===== config.mk =====
export PLATFORM = sky130hd
export DESIGN_NAME = explorer_cmd_gen
export DESIGN_NICKNAME = d
export VERILOG_FILES = /design/src/rtl/explorer_pkg.sv /design/src/rtl/explorer_timeout.sv /design/src/rtl/explorer_cmd_gen.sv
export SDC_FILE = /design/constraint.sdc
export NUM_CORES = 1
export LEC_CHECK = 0
export CAP_MARGIN = 20
export CORE_MARGIN = 2
export CORE_UTILIZATION = 40
export DETAILED_ROUTE_END_ITERATION = 8
export MAX_ROUTING_LAYER = met4
export PLACE_DENSITY_LB_ADDON = 0.3
export SYNTH_ARGS = -nofsm -noshare
export SYNTH_HDL_FRONTEND = slang
export SYNTH_HIERARCHICAL = 1
export SYNTH_SLANG_ARGS = --single-unit

===== constraint.sdc =====
create_clock -name clk -period 5.9 [get_ports clk]
set_input_delay 1.77 -clock clk [delete_from_list [all_inputs] [get_ports clk]]
set_output_delay 1.77 -clock clk [all_outputs]
set_load 0.03 [all_outputs]

===== src/rtl/explorer_pkg.sv =====
// explorer_pkg: shared types and the fixed move script for the explorer
// command generator. Directions are encoded as dir_e. Each output pulse
// vector is ordered {n, s, e, w}.
package explorer_pkg;

  typedef enum logic [1:0] {
    DIR_N = 2'd0,
    DIR_S = 2'd1,
    DIR_E = 2'd2,
    DIR_W = 2'd3
  } dir_e;

  typedef enum logic [2:0] {
    IDLE   = 3'd0,
    ISSUE  = 3'd1,
    WAIT   = 3'd2,
    FINISH = 3'd3,
    DONE   = 3'd4,
    FAIL   = 3'd5
  } state_e;

  localparam int         SCRIPT_LEN   = 5;
  localparam logic [3:0] SCRIPT_LEN_4 = 4'(SCRIPT_LEN);

  // Route from the entrance to the treasure room.
  localparam dir_e SCRIPT [SCRIPT_LEN] = '{DIR_E, DIR_S, DIR_W, DIR_E, DIR_E};

  // Script lookup. An index past the end of the script falls back to a
  // fixed entry so that the lookup never reads outside the table.
  function automatic dir_e script_dir(input logic [3:0] idx);
    dir_e d;
    case (idx)
      4'd0:    d = SCRIPT[0];
      4'd1:    d = SCRIPT[1];
      4'd2:    d = SCRIPT[2];
      4'd3:    d = SCRIPT[3];
      4'd4:    d = SCRIPT[4];
      default: d = DIR_E;
    endcase
    return d;
  endfunction

  // One-hot pulse vector {n, s, e, w} for a direction.
  function automatic logic [3:0] dir_pulse(input dir_e d);
    logic [3:0] p;
    case (d)
      DIR_N:   p = 4'b1000;
      DIR_S:   p = 4'b0100;
      DIR_E:   p = 4'b0010;
      DIR_W:   p = 4'b0001;
      default: p = 4'b0000;
    endcase
    return p;
  endfunction

endpackage


===== src/rtl/explorer_timeout.sv =====
// explorer_timeout: wait-window counter for the explorer command generator.
// load clears the counter. count advances it until it reaches
// TIMEOUT_CYCLES-1, where it stops. expired is high while the counter
// sits at that last value.
module explorer_timeout
  import explorer_pkg::*;
#(
  parameter int TIMEOUT_CYCLES = 16
) (
  input  logic clk,
  input  logic reset,
  input  logic load,
  input  logic count,
  output logic expired
);

  localparam int            CW   = $clog2(TIMEOUT_CYCLES) + 1;
  localparam logic [CW-1:0] LAST = CW'(TIMEOUT_CYCLES - 1);

  logic [CW-1:0] cnt;

  // Counter: a load wins over count, and the counter stops at the last value.
  always_ff @(posedge clk) begin
    if (reset) begin
      cnt <= {CW{1'b0}};
    end else if (load) begin
      cnt <= {CW{1'b0}};
    end else if (count && (cnt != LAST)) begin
      cnt <= cnt + CW'(1'b1);
    end else begin
      cnt <= cnt;
    end
  end

  assign expired = (cnt == LAST);

endmodule


===== src/rtl/explorer_cmd_gen.sv =====
// explorer_cmd_gen: plays the fixed move script into the room FSM. For each
// entry it issues one direction pulse. It then waits for the room to change,
// re-issuing the pulse on timeout. It reports done on a win and fail on
// death, a timeout or exhausted retries.
// Optional build macro EXPLORER_MANUAL_EN adds the btn_n/btn_s/btn_e/btn_w
// inputs. In IDLE, a rising edge on one of these sends a single pulse on the
// matching direction output.
module explorer_cmd_gen
  import explorer_pkg::*;
#(
  parameter int TIMEOUT_CYCLES = 16,
  parameter int MAX_RETRY      = 2
) (
  input  logic       clk,
  input  logic       reset,
  input  logic       start,
  input  logic [8:0] room,
  input  logic       sw_in,
  input  logic       wz_in,
  input  logic       win_in,
  input  logic       d_in,
`ifdef EXPLORER_MANUAL_EN
  input  logic       btn_n,
  input  logic       btn_s,
  input  logic       btn_e,
  input  logic       btn_w,
`endif
  output logic       n,
  output logic       s,
  output logic       e,
  output logic       w,
  output logic       v,
  output logic       h,
  output logic       busy,
  output logic       done,
  output logic       fail,
  output logic [3:0] step
);

  localparam int            RW         = $clog2(MAX_RETRY + 1) + 1;
  localparam logic [RW-1:0] RETRY_LAST = RW'(MAX_RETRY);

  state_e        state;
  logic [RW-1:0] retry;
  logic [8:0]    snapshot;
  logic          room_changed;
  logic [3:0]    step_inc;
  logic          tmo_load;
  logic          tmo_count;
  logic          tmo_expired;

  assign room_changed = (room != snapshot);
  assign step_inc     = step + 4'd1;

  // Timer control. The counter is held at zero in IDLE so that the first
  // ISSUE starts a fresh window. The window covers ISSUE plus WAIT, so one
  // attempt spans exactly TIMEOUT_CYCLES cycles. FINISH gets its own window.
  always_comb begin
    tmo_load  = 1'b0;
    tmo_count = 1'b0;
    case (state)
      IDLE: begin
        tmo_load = 1'b1;
      end
      ISSUE: begin
        tmo_count = 1'b1;
      end
      WAIT: begin
        if (room_changed || tmo_expired) begin
          tmo_load = 1'b1;
        end else begin
          tmo_count = 1'b1;
        end
      end
      FINISH: begin
        tmo_count = 1'b1;
      end
      default: begin
        tmo_load  = 1'b0;
        tmo_count = 1'b0;
      end
    endcase
  end

  explorer_timeout #(
    .TIMEOUT_CYCLES(TIMEOUT_CYCLES)
  ) u_timeout (
    .clk    (clk),
    .reset  (reset),
    .load   (tmo_load),
    .count  (tmo_count),
    .expired(tmo_expired)
  );

`ifdef EXPLORER_MANUAL_EN
  logic btn_n_q;
  logic btn_s_q;
  logic btn_e_q;
  logic btn_w_q;

  // Previous button levels, kept for rising-edge detection.
  always_ff @(posedge clk) begin
    if (reset) begin
      btn_n_q <= 1'b0;
      btn_s_q <= 1'b0;
      btn_e_q <= 1'b0;
      btn_w_q <= 1'b0;
    end else begin
      btn_n_q <= btn_n;
      btn_s_q <= btn_s;
      btn_e_q <= btn_e;
      btn_w_q <= btn_w;
    end
  end
`endif

  // Playback FSM with registered outputs. A direction pulse is loaded on the
  // same edge that enters ISSUE, so the pulse is high exactly while the FSM
  // is in ISSUE.
  always_ff @(posedge clk) begin
    if (reset) begin
      state    <= IDLE;
      step     <= 4'd0;
      retry    <= {RW{1'b0}};
      snapshot <= 9'd0;
      {n, s, e, w} <= 4'b0000;
      v        <= 1'b0;
      h        <= 1'b0;
      busy     <= 1'b0;
      done     <= 1'b0;
      fail     <= 1'b0;
    end else begin
      v <= sw_in;
      h <= wz_in;
      {n, s, e, w} <= 4'b0000;
      case (state)
        IDLE: begin
          if (start) begin
            step  <= 4'd0;
            retry <= {RW{1'b0}};
            busy  <= 1'b1;
            state <= ISSUE;
            {n, s, e, w} <= dir_pulse(script_dir(4'd0));
          end
`ifdef EXPLORER_MANUAL_EN
          else begin
            {n, s, e, w} <= {btn_n & ~btn_n_q, btn_s & ~btn_s_q,
                             btn_e & ~btn_e_q, btn_w & ~btn_w_q};
          end
`endif
        end
        ISSUE: begin
          snapshot <= room;
          if (d_in) begin
            fail  <= 1'b1;
            busy  <= 1'b0;
            state <= FAIL;
          end else begin
            state <= WAIT;
          end
        end
        WAIT: begin
          if (d_in) begin
            fail  <= 1'b1;
            busy  <= 1'b0;
            state <= FAIL;
          end else if (room_changed) begin
            retry <= {RW{1'b0}};
            if (step != SCRIPT_LEN_4) begin
              step <= step_inc;
            end else begin
              step <= step;
            end
            if (step_inc < SCRIPT_LEN_4) begin
              state <= ISSUE;
              {n, s, e, w} <= dir_pulse(script_dir(step_inc));
            end else begin
              state <= FINISH;
            end
          end else if (tmo_expired) begin
            if (retry == RETRY_LAST) begin
              fail  <= 1'b1;
              busy  <= 1'b0;
              state <= FAIL;
            end else begin
              retry <= retry + RW'(1'b1);
              state <= ISSUE;
              {n, s, e, w} <= dir_pulse(script_dir(step));
            end
          end else begin
            state <= WAIT;
          end
        end
        FINISH: begin
          if (win_in) begin
            done  <= 1'b1;
            busy  <= 1'b0;
            state <= DONE;
          end else if (d_in || tmo_expired) begin
            fail  <= 1'b1;
            busy  <= 1'b0;
            state <= FAIL;
          end else begin
            state <= FINISH;
          end
        end
        DONE, FAIL: begin
          state <= state;
        end
        default: begin
          busy  <= 1'b0;
          state <= IDLE;
        end
      endcase
    end
  end

endmodule


; ---- Word level (Yosys, flattened, before mapping)
; Index checks and enable logic that the tools add are counted.
[totals]
output_inout_bits = 13
ff_bits = 33
in_bits = 16
wordCells = 147
[classes]
mux = 76
n_addsub = 3
n_lt_le_gt_ge = 1
n_eq_ne = 33
n_bitwise = 2
n_reduce_logical = 18
[op_table]
columns = cell, count
row1 = $mux 3, 13
row2 = $mux 1, 35
row3 = $pmux 4 s4, 2
row4 = $mux 2, 12
row5 = $ne 3x3->1 const B, 6
row6 = $mux 4, 4
row7 = $pmux 3 s5, 1
row8 = $ne 2x2->1 const B, 7
row9 = $reduce_and 7->1, 2
row10 = $reduce_and 5->1, 2
row11 = $eq 3x2->1 const B, 3
row12 = $ne 9x9->1, 1
row13 = $eq 2x2->1 const B, 4
row14 = $eq 4x1->1 const B, 2
row15 = $eq 4x2->1 const B, 2
row16 = $pmux 2 s2, 2
row17 = $pmux 4 s2, 1
row18 = $eq 3x3->1 const B, 2
row19 = $pmux 1 s2, 3
row20 = $pmux 3 s2, 1
row21 = $reduce_or 2->1, 3
row22 = $add 5x1->5 const B, 1
row23 = $eq 5x4->1 const B, 1
row24 = $ne 5x4->1 const B, 1
row25 = 17 further kinds, 22

; ---- Longest topological paths before layout
[depth]
ltp_word = 15
ltp_mapped = 9
ltp_nobuf = 9

; ---- By module
; The synthesis kept the hierarchy.
[by_module_without_submodules]
columns = mod, seq_area_each_um2, area_each_um2, instances, cells_each
row1 = explorer_cmd_gen, 560.5, 1649.1, 1, 196
row2 = explorer_timeout, 100.1, 241.5, 1, 26

; ---- Least setup slack after synthesis
; Ideal clock, no wire load.
[synth_timing]
path_kind = input-to-reg
from = input room[6]
to = register u_timeout.cnt[3]
cell_stages = 8
n_path_buf = 0
required_time_ps = 5830
setup_ps = 70
arrival_ps = 3437
slack_ps = 2393
path_cell_list = xor2_1 -> or2_2 -> nor3_4 -> nand3_1 -> a21oi_1 -> nand2b_4 -> or3_1 -> a21oi_1
[synth_via]
elab_chain_cells = 5
word_cells_on_any_way = 8
cone_classes = eq/ne (1) / mux (4) / reduce/logical (3)
[synth_lines]
columns = item, line
row1 = start: declaration, explorer_cmd_gen.sv:17  ; input logic [8:0] room,
row2 = $ne 9x9->1, explorer_cmd_gen.sv:52  ; assign room_changed = (room != snapshot);
row3 = $logic_or 1x1->1, explorer_cmd_gen.sv:69  ; if (room_changed || tmo_expired) begin
row4 = $mux 1, explorer_cmd_gen.sv:69
row5 = $pmux 1 s2, explorer_cmd_gen.sv:61  ; case (state)
row6 = net tmo_count, explorer_cmd_gen.sv:49  ; logic tmo_count;
row7 = $logic_and 1x1->1, explorer_timeout.sv:28  ; end else if (count && (cnt != LAST)) begin
row8 = end signal: assignment, explorer_timeout.sv:27  ; cnt <= {CW{1'b0}};
row9 = end signal: assignment, explorer_timeout.sv:29  ; cnt <= cnt + CW'(1'b1);
row10 = end signal: assignment, explorer_timeout.sv:31  ; cnt <= cnt;
row11 = end: declaration, explorer_timeout.sv:20  ; logic [CW-1:0] cnt;
; The timed path passes the listed nets, and every way through them passes these cells.
; A chain may end at the register's enable or synchronous reset.

; ---- Worst setup path after layout
[layout_timing]
from = input room[5]
to = register u_timeout.cnt[3]
; The elaborated chain is that of the path after synthesis.

==> run_results.csv <==
group,metric,value,unit
status,outcome,"finished, final reports clean",
cells_and_area,antenna_cells,0,
route,via_per_inst,5.45,
place,dp_cells,297,
place,hpwl,2.87,mm
pwr,power.leakage,0.830,nW
worst_setup_path,required,6.12,ns
cells_and_area,synthToLayoutAreaGrowth,21.7,%
route,wl_per_cell,12.8,microns
synth,synth_area_per_cell,8.52,sq um
floorplan,dieArea,5290,sq um
hold_path,hp-class,"flip-flop to flip-flop",
place,dpl_cell_area,2200,sq um
floorplan,dieWidth,72.8,microns
cts,clockBufferDepth,2,
worst_setup_path,path_class,"primary input to flip-flop",
cts,htree_num_levels,2,
floorplan,core,4630,sq um
cts,cts_tree,"yes",
cts,clk_pin_slew_worst_paths,0.07,ns
synth,postSynthCellCount,222,
place,gp_congestion,0.867,
worst_setup_path,crit_path_start_kind,"primary input",
pwr,switchingPower,137,uW
grt,busiest_layer,"met2",
floorplan,die_y,72.8,microns
flow_run,cap_viol_max_count,0,
grt,use_met2,26.3,%
worst_setup_path,worstPathMaxFanout,10,
synth,synth_area,1890,sq um
sta,max_freq,0.255,GHz
cts,cts.sinks,33,
grt,grt_use_total,16.8,%
cts,clock-root-buffer,"clkbuf_8",
cts,cts_resized,0,
sta,hold_violations,0,
sta,worstMarginPinSlew,0.591,ns
synth,yosys.area.top_type,"dfxtp_1",
cells_and_area,layoutNonFillerInstCount,305,
sta,fin_tns_setup,0,ns
sta,slew_headroom,60.2,%
worst_setup_path,end_kind,"flip-flop",
grt,met3_usage,4.01,%
route,drc_errors,0,
route,drt_wl_total,3.91,mm
cts,cts_buffers,5,
cells_and_area,final_area,2300,sq um
synth,synth_top_area_share,34.9,%
pwr,vdd_drop_max,159,uV
sta,drv_slew,0,
cells_and_area,final_nets,274,
synth,synth.distinct_cells,56,
worst_setup_path,max_stage_delay,0.50,ns
cells_and_area,drive_gt1_share,8.76,%
cts,cts_setup_buffers,0,
grt,grt_use_met1,20.4,%
synth,syn_nets,246,
sta,fin_crit_sh,66.4,%
floorplan,rows,25,
cts,clk_latency,0.28,ns
synth,ys_seq_area_share,34.9,%
grt,grt_max_degree,27,
synth,synth_edf_count,0,
sta,finalSetupViolCount,0,
sta,post-route-min-period,3.92,ns
synth,synth_area_leaders,"dfxtp_1, ha_1, mux2i_1",
pwr,combPwrFrac,17.4,%
worst_setup_path,arrival,4.14,ns
synth,ys_async_sr_fraction,0,%
floorplan,start_util,40.8,%
sta,fin_skew,0.00791,ns
worst_setup_path,critical_path.cell_chain,"clkdlybuf4s50_1, xnor2_1, nand4_1, nor3_4, nand3_1, a21oi_1, nand2b_4, or3_1, a21oi_1",
route,drt_first_pass_iters,4,
worst_setup_path,slowest_stage,"clkdlybuf4s50_1",
pwr,p_clk_share,35.9,%
pwr,internal_power,380,uW
route,via_count,1663,
grt,grt_pass1_vias,1532,
grt,antenna_found_initial,0,
pwr,seqPwrFrac,46.7,%
synth,yosys_most_used_dff,"dfxtp_1",
pwr,switching_share,26.5,%
floorplan,num_io_pins,29,
synth,ys_ff_latch,33,
worst_setup_path,cpMostUsedCell,"a21oi_1",
sta,holdWs,0.443,ns
pwr,finalPower,516,uW
place,portBuffers,28,
route,ant_nets,0,
grt,overflow,0,
grt,grt_pass1_wl,6.78,mm
synth,ys_warn_count,6,
cts,holdBufCountCts,0,
route,drt_iter0_drc,58,
sta,grt_setup_unrepaired,"no",
pwr,power_density,224,nW/um^2
## worst max-delay path, delay by kind of cell
kind / cells / cell delay (ns)
AND/OR/NAND/NOR: 5 / 1.23
buffers and inverters: 1 / 0.50
AO/OA/AOI/OAI: 2 / 0.49
XOR/XNOR: 1 / 0.14
## power by group through the flow
stage | Combinational, mW | Sequential, mW | Clock, mW
4_1_cts | 0.0906 | 0.241 | 0.193
5_1_grt | 0.0996 | 0.242 | 0.205
2_1_floorplan | 0.0601 | 0.249 | 0
6_report | 0.0898 | 0.241 | 0.185
3_5_place_dp | 0.0901 | 0.246 | 0
3_3_place_gp | 0.0897 | 0.246 | 0
## area by class of cell
class	instances	area (sq um)
fill	466	2330
multi-input combinational	169	1130
sequential	33	661
timing repair buffer	30	295
clock buffer	7	96.3
tap	54	67.6
inverter	11	41.3
clock inverter	1	5.00
## routing by layer
layer  share of wire, %  wire length [microns]
met5                  0                      0
met4                2.0                     78
met3                3.9                    154
met2                 46                   1810
met1                 48                   1860
## stage by stage
| stage | setup slack (ns) | utilization [%] |
|---|---|---|
| after detailed placement | 1.70 | 47.5 |
| after global routing | 1.75 | 49.7 |
| after CTS | 1.98 | 49.7 |
| final | 1.98 | 49.7 |
| after global placement | 1.76 | 47.5 |
| after floorplan | 2.39 | - |
## Yosys cell counts, types with 2 or more instances
library cell and number:
nand3_1 11, nor4_1 2, a211oi_1 2, mux2i_1 9, and2_1 5, clkbuf_1 4
nor3_1 10, a21boi_0 3, o31ai_1 3, nand2_1 13, ha_1 8, o22ai_1 2
o21ai_0 7, inv_1 11, xor2_1 4, or3_1 2, nand4_1 4, o211ai_1 3
nor2b_1 5, a21oi_2 2, nor2_1 21, xnor2_1 9, and3_1 3, a21oi_1 11
a31oi_1 2, or2_2 3, buf_6 2, dfxtp_1 33
## logic make-up (layout without fill, tap and decap cells)
family / count (synthesis) / after routing / synth area share (%)
xor gates and xnor gates: 13 / 13 / 6.02
and+or+nand+nor: 89 / 89 / 25.6
buffers and inverters: 20 / 49 / 5.03
other: 1 / 1 / 0.198
DFF: 33 / 33 / 34.9
muxes: 9 / 9 / 4.77
adders and majority gates: 9 / 9 / 5.82
AOI/OAI and AO/OA: 48 / 48 / 17.6
## registers in the layout, summed over array words and instances (netlist names)
| signal | flops |
|---|---|
| fail | 1 |
| state | 3 |
| done | 1 |
| w | 1 |
| e | 1 |
| u_timeout/cnt | 5 |
| step | 4 |
| h | 1 |
| n | 1 |
| v | 1 |
| busy | 1 |
| s | 1 |
| retry | 3 |
| snapshot | 9 |
## worst paths after layout
check             slack [ns]                          start  cells past startpoint                       endpoint
setup / recovery        1.98                        room[5]                      9  u_timeout/cnt[3]$_SDFFE_PP0P_
hold / removal          0.44              fail$_SDFFE_PP0P_                      2              fail$_SDFFE_PP0P_
setup reg to reg        3.52  u_timeout/cnt[0]$_SDFFE_PP0P_                      8              fail$_SDFFE_PP0P_
hold reg to reg         0.44              fail$_SDFFE_PP0P_                      2              fail$_SDFFE_PP0P_
## cell usage in the layout, fill, tap and decap left out, types with 8 or more instances in the layout
cell / instances
dfxtp_1: 33
clkdlybuf4s50_1: 28
nor2_1: 21
nand2_1: 13
inv_1: 11
nand3_1: 11
a21oi_1: 11
nor3_1: 10
xnor2_1: 9
mux2i_1: 9
ha_1: 8
(Power assumes the default switching activity.)
